<file path="src/rtl/fetch_pkg.sv">
// Shared types and constants for the instruction fetch front end.
package fetch_pkg;

    typedef enum logic [1:0] {
        BOOT = 2'd0,
        REQ  = 2'd1,
        WAIT = 2'd2,
        HOLD = 2'd3
    } fetch_state_e;

    localparam int          INSN_BYTES       = 4;
    localparam logic [31:0] BASEADDR_DEFAULT = 32'h0100_0000;

endpackage

</file>
<file path="src/rtl/fetch_unit.sv">
// Pipeline front end: owns the architectural PC, fetches one instruction at a time
// over a req/gnt/rvalid memory port and buffers it for decode behind valid/ready.
module fetch_unit
    import fetch_pkg::*;
#(
    parameter int                DWIDTH   = 32,
    parameter int                AWIDTH   = 32,
    parameter logic [AWIDTH-1:0] BASEADDR = AWIDTH'(BASEADDR_DEFAULT)
) (
    input  logic              clk,
    input  logic              reset,
    input  logic              redirect_i,
    input  logic [AWIDTH-1:0] next_pc_i,
    output logic              imem_req_o,
    output logic [AWIDTH-1:0] imem_addr_o,
    input  logic              imem_gnt_i,
    input  logic              imem_rvalid_i,
    input  logic [DWIDTH-1:0] imem_rdata_i,
    output logic              insn_valid_o,
    input  logic              insn_ready_i,
    output logic [DWIDTH-1:0] insn_o,
    output logic [AWIDTH-1:0] pc_o,
    output logic              misalign_o
);

    localparam logic [AWIDTH-1:0] PC_STEP = AWIDTH'(INSN_BYTES);

    fetch_state_e      r_state, w_state_next;
    logic [AWIDTH-1:0] r_pc, w_pc_next;
    logic [AWIDTH-1:0] r_req_pc, w_req_pc_next;
    logic              r_kill, w_kill_next;
    logic [DWIDTH-1:0] r_insn, w_insn_next;
    logic [AWIDTH-1:0] r_pc_out, w_pc_out_next;
    logic              r_insn_valid, w_insn_valid_next;
    logic              r_misalign, w_misalign_next;
    logic [AWIDTH-1:0] w_target;

    assign w_target = {next_pc_i[AWIDTH-1:2], 2'b00};

    always_comb begin
        w_state_next      = r_state;
        w_pc_next         = r_pc;
        w_req_pc_next     = r_req_pc;
        w_kill_next       = r_kill;
        w_insn_next       = r_insn;
        w_pc_out_next     = r_pc_out;
        w_insn_valid_next = r_insn_valid;
        w_misalign_next   = redirect_i && (next_pc_i[1:0] != 2'b00);

        if (redirect_i) begin
            w_pc_next = w_target;
        end

        case (r_state)
            BOOT: begin
                w_state_next = REQ;
            end
            REQ: begin
                if (imem_gnt_i) begin
                    w_req_pc_next = r_pc;
                    w_state_next  = WAIT;
                    // The granted fetch is already stale if a redirect lands with it.
                    if (redirect_i) begin
                        w_kill_next = 1'b1;
                    end
                end
            end
            WAIT: begin
                if (imem_rvalid_i) begin
                    w_kill_next = 1'b0;
                    if (r_kill || redirect_i) begin
                        w_state_next = REQ;
                    end else begin
                        w_insn_next       = imem_rdata_i;
                        w_pc_out_next     = r_req_pc;
                        w_insn_valid_next = 1'b1;
                        w_pc_next         = r_req_pc + PC_STEP;
                        w_state_next      = HOLD;
                    end
                end else if (redirect_i) begin
                    w_kill_next = 1'b1;
                end
            end
            HOLD: begin
                if (redirect_i || insn_ready_i) begin
                    w_insn_valid_next = 1'b0;
                    w_state_next      = REQ;
                end
            end
            default: begin
                w_state_next = BOOT;
            end
        endcase
    end

    always_ff @(posedge clk or posedge reset) begin
        if (reset) begin
            r_state      <= BOOT;
            r_pc         <= BASEADDR;
            r_req_pc     <= BASEADDR;
            r_kill       <= 1'b0;
            r_insn       <= '0;
            r_pc_out     <= BASEADDR;
            r_insn_valid <= 1'b0;
            r_misalign   <= 1'b0;
        end else begin
            r_state      <= w_state_next;
            r_pc         <= w_pc_next;
            r_req_pc     <= w_req_pc_next;
            r_kill       <= w_kill_next;
            r_insn       <= w_insn_next;
            r_pc_out     <= w_pc_out_next;
            r_insn_valid <= w_insn_valid_next;
            r_misalign   <= w_misalign_next;
        end
    end

    assign imem_req_o   = (r_state == REQ);
    assign imem_addr_o  = r_pc;
    assign insn_valid_o = r_insn_valid;
    assign insn_o       = r_insn;
    assign pc_o         = r_pc_out;
    assign misalign_o   = r_misalign;

endmodule
</file>
<file path="config.mk">
export PLATFORM = sky130hd
export DESIGN_NAME = fetch_unit
export DESIGN_NICKNAME = d
export VERILOG_FILES = /design/src/rtl/fetch_pkg.sv /design/src/rtl/fetch_unit.sv
export SDC_FILE = /design/constraint.sdc
export NUM_CORES = 1
export LEC_CHECK = 0
export CAP_MARGIN = 10
export CORE_MARGIN = 4
export CORE_UTILIZATION = 35
export CTS_CLUSTER_SIZE = 8
export DETAILED_ROUTE_END_ITERATION = 10
export PLACE_DENSITY = 0.7
export RECOVER_POWER = 50
export SLEW_MARGIN = 20
export SYNTH_ARGS = -nofsm -noshare
export SYNTH_HDL_FRONTEND = slang
export SYNTH_SLANG_ARGS = --single-unit
</file>
<file path="constraint.sdc">
create_clock -name clk -period 12.3 [get_ports clk]
set_input_delay 1.23 -clock clk [delete_from_list [all_inputs] [get_ports clk]]
set_output_delay 1.23 -clock clk [all_outputs]
set_load 0.01 [all_outputs]
</file>
# Word level (Yosys, flattened, before mapping)
# Cells that the tools add are included.
totals:
  register_bits: 133
  word_cells: 46
  out_inout_bits: 99
  in_bits: 70
op_classes:
  eq_ne: 7
  mux: 17
  bitwise: 1
  addsub: 1
  n_reduce_logical: 12
ops:
  columns: ["cell", "count"]
  rows:
  - ["32-bit two-way mux", 4]
  - ["32-bit by 3-bit adder with 32-bit output (second input constant)", 1]
  - ["2-bit two-way mux", 4]
  - ["2-bit case mux with 4 select lines", 1]
  - ["1-bit two-way mux", 6]
  - ["2-bit inequality test (second input constant)", 3]
  - ["3-bit AND reduction", 2]
  - ["2-bit nonzero test", 3]
  - ["2-bit equality test (second input constant)", 2]
  - ["1-bit case mux with 2 select lines", 2]
  - ["2-bit AND reduction", 2]
  - ["4-bit AND reduction", 1]
  - ["2-bit by 1-bit equality test with 1-bit output (second input constant)", 1]
  - ["2-bit zero test", 1]
  - ["1-bit logical OR", 2]
  - ["2-bit by 1-bit inequality test with 1-bit output (second input constant)", 1]
  - ["1-bit logical AND", 1]
  - ["1-bit inverter", 1]

# Depth between registers and ports, before layout
depth:
  word_depth: 4
  mapped_depth: 8
  depth_no_buf: 6

# Worst setup path after synthesis
# Ideal clock, no wire load.
synth_path:
  kind: "in2reg"
  startpoint: "input redirect_i"
  endpoint: "register r_pc[19], in the netlist imem_addr_o[19]"
  required_ns: 12.159
  arrival_time_ns: 2.516
  path_slack_ns: 9.643
  path_stages: 6
  setup_time_ns: 0.141
  path_cell_list: "clkbuf_1 nor4bb_1 clkbuf_1 clkbuf_1 clkbuf_1 a31oi_1"
synth_via:
  elab_chain_len: 4
  word_cells_on_any_way: 5
synth_rtl:
  columns: ["item", "line", "source"]
  rows:
  - ["start: declaration", "fetch_unit.sv:12", "input logic redirect_i,"]
  - ["32-bit two-way mux or 1-bit logical OR (tied branches)", "fetch_unit.sv:50, fetch_unit.sv:71", null]
  - ["32-bit two-way mux", "fetch_unit.sv:71", "if (r_kill || redirect_i) begin"]
  - ["32-bit two-way mux", "fetch_unit.sv:69", "if (imem_rvalid_i) begin"]
  - ["32-bit two-way mux (*)", "fetch_unit.sv:54", "case (r_state)"]
  - ["named net w_pc_next[19]", "fetch_unit.sv:29", "logic [AWIDTH-1:0] r_pc, w_pc_next;"]
  - ["end signal: assignment", "fetch_unit.sv:108", "r_pc <= w_pc_next;"]
  - ["end: declaration", "fetch_unit.sv:29", null]
# The timed path passes the listed nets; every way through them passes the cells marked *.
# A chain may end at the register's enable or synchronous reset.

# Final worst setup path
layout_path:
  startpoint: "input redirect_i"
  endpoint: "register r_pc[23], in the netlist imem_addr_o[23]"
# The elaborated chain is that of the path after synthesis.

==> impl_metrics.ini <==
[run]
cap_violations = 3

[floorplan]
boundaryPins = 169
die-area_um2 = 19100
coreArea_um2 = 16600
placementRows = 47
initial_core_util_pct = 35.8
die_w_um = 138
die_h_um = 138

[timing]
fmax_mhz = 200
hold_viol = 0
finalSetupViolCount = 0
maxSlewViolCount = 161
worst-slew-pin-transition_ps = 2920
skew_ps = 7.32
fin_crit_ps = 4990
rsz0062_at_grt = no
holdWs_ps = 463
period_share_pct = 40.6
relSlewSlack_pct = -94.4
setup_tns_ps = 0

[power]
p_seq_share_pct = 42.1
share_comb_of_total_power_pct = 29.8
power.share.clock_pct = 28.0
p_leak_nw = 3.90
swShare_pct = 31.8
p_sw_mw = 0.540
p_int_mw = 1.16
max-vdd-ir-drop_uv = 142
cellPowerDensity_nw_per_um2 = 203

[critical_path]
crit_slowest_cell = clkbuf_1
cpPeakStageDelay_ps = 2040
cp-start-kind = input pin
cp_top_family = buffers and inverters
cp_cell_sequence = buf_2, clkbuf_1, nand4bb_1, buf_4, nor2_1, o21a_1, nor3_1
cp-end-kind = flop
worstPathMaxFanout = 63
cp.arrival_ps = 5310
cp_data_required_time_ps = 12610
cp_num_buf_inv = 3
worstSetupPathType = in2reg

[yosys]
async_flop_share_pct = 100
syn_area_um2 = 5940
ys_top_cells_by_area = dfrtp_1, nand2_1, mux2_2
ys_ff_latch = 133
synth_commonest_cells = nand2_1, dfrtp_1, clkbuf_1, mux2_2
synth-edff-count = 0
yosysTopAreaCell = dfrtp_1
synth_most_common_cell = nand2_1
ys_types = 37
syn_avg_cell_area_um2 = 9.83
yosys_warnings = 0
yosysTopAreaCellShare_pct = 54.8
synth_flop_cell = dfrtp_1
yosysSeqAreaShare_pct = 56.1
syn_nets = 679
syn-instance-count = 604

[routing]
ant_nets = 0
vias_per_cell = 4.91
wirelength_um = 15800
wire_per_inst_um = 16.0
dr.pass1.iters = 4
drt_iter0_markers = 202
dr_total_vias = 4871
drc = 0

[finish]
regArea_um2 = 3330
multi_input_area_um2 = 2450
fillers = 1567
synthToLayoutAreaGrowth_pct = 40.7
design_area_um2 = 8360
nets = 835
final_util_pct = 50.4
drive_gt1_share_pct = 9.18
antenna_cells = 0

[placed_design]
place_congestion = 0.772
port_buffers = 168
dp_hpwl_um = 10700
placed_cell_area_um2 = 7830

[clocking]
cts_root_buf = clkbuf_16
cts_buffer_depth = 2
cts_hold_buf = 0
htreeDepth = 4
cts_tree = done
cts_buffers = 17
cts_sinks = 133
clk_latency_ps = 410
clk_pin_slew_ps = 60
cts_resized = 0
post-cts-setup-buffers = 0

[outcome]
outcome = finished with violations
violations = capacitance limit, slew limit

[global_routing]
grt_usage_pct = 16.7
grt_pass1_vias = 4719
antenna_found_initial = 0
overflow = 0
grt_max_degree = 88
grt_pass1_wl_um = 25700

[worst_hold_path]
hold_path_class = reg2reg
-- kinds of logic (layout without fill, tap and decap cells) --
kind of cell | count (synthesis) | count (layout) | synth area share [%]
simple gates | 291 | 291 | 22.1
fa+ha+maj | 5 | 5 | 1.05
mux | 38 | 38 | 7.08
flops | 133 | 133 | 56.1
compound gates | 80 | 80 | 9.02
xor+xnor | 12 | 12 | 1.77
buf+inv | 45 | 214 | 2.87
-- power by group through the flow --
stage	clock [mW]	combinational, mW	sequential (mW)
final	0.476	0.507	0.715
after floorplan	0	0.234	0.737
after global routing	0.508	0.558	0.740
after global placement	0	0.537	0.720
after CTS	0.488	0.547	0.719
after detailed placement	0	0.544	0.725
-- registers in the layout, summed over array words and instances (netlist names) --
signal,count
r_state,2
r_kill,1
r_req_pc,32
misalign_o,1
insn_valid_o,1
insn_o,32
imem_addr_o,32
pc_o,32
-- tightest hold or removal path, cell delays in order, from the launching register on --
cell and delay (ps):
dfrtp_1 330, nand2_1 50, nand2_1 50
-- routing by layer --
layer | part of all wire (%) | up-vias | track usage, %
met5 | 0 | - | 0
met4 | 1.0 | 0 | 4.32
met3 | 4.5 | 14 | 4.83
met2 | 49 | 110 | 27.2
met1 | 46 | 2352 | 22.0
li1 | - | 2395 | -
-- metrics by stage --
| step | total power [mW] | worst slack [ps] | cells |
|---|---|---|---|
| floorplan | 0.971 | 7520 | 604 |
| global placement | 1.26 | 8940 | 961 |
| detailed placement | 1.27 | 8910 | 961 |
| CTS | 1.75 | 9310 | 993 |
| global route | 1.81 | 7000 | 993 |
| finish | 1.70 | 7310 | 993 |
-- worst paths after layout --
kind	start	slack, ps	to	depth (start not counted)
worst min register to register	insn_o[12]	460	insn_o[12]	2
worst max register to register	r_state[0]	9570	imem_addr_o[22]	6
worst max-delay path	redirect_i	7310	imem_addr_o[23]	7
worst min-delay path	insn_o[12]	460	insn_o[12]	2
min in group asynchronous	reset	2060	insn_o[28]	2
max in group asynchronous	reset	8340	pc_o[18]	3
-- layout make-up --
class	instances	area share (%)
Clock inverter	5	0.599
Sequential cell	133	39.9
Timing Repair Buffer	173	20.5
Tap cell	220	3.29
Multi-Input combinational cell	426	29.3
Clock buffer	27	6.02
Inverter	9	0.419
-- cells in the final DEF (no fill, tap or decap), drive strengths merged, types with 12 or more instances in the layout --
cell type,Yosys,final
dlygate4sd3,0,84
dfrtp,130,130
a211oi,26,26
clkdlybuf4s50,0,83
or4,12,12
nand2,201,201
a31oi,13,13
mux2,32,32
nor2b,26,26
clkbuf,32,28
(Power assumes the default switching activity.)
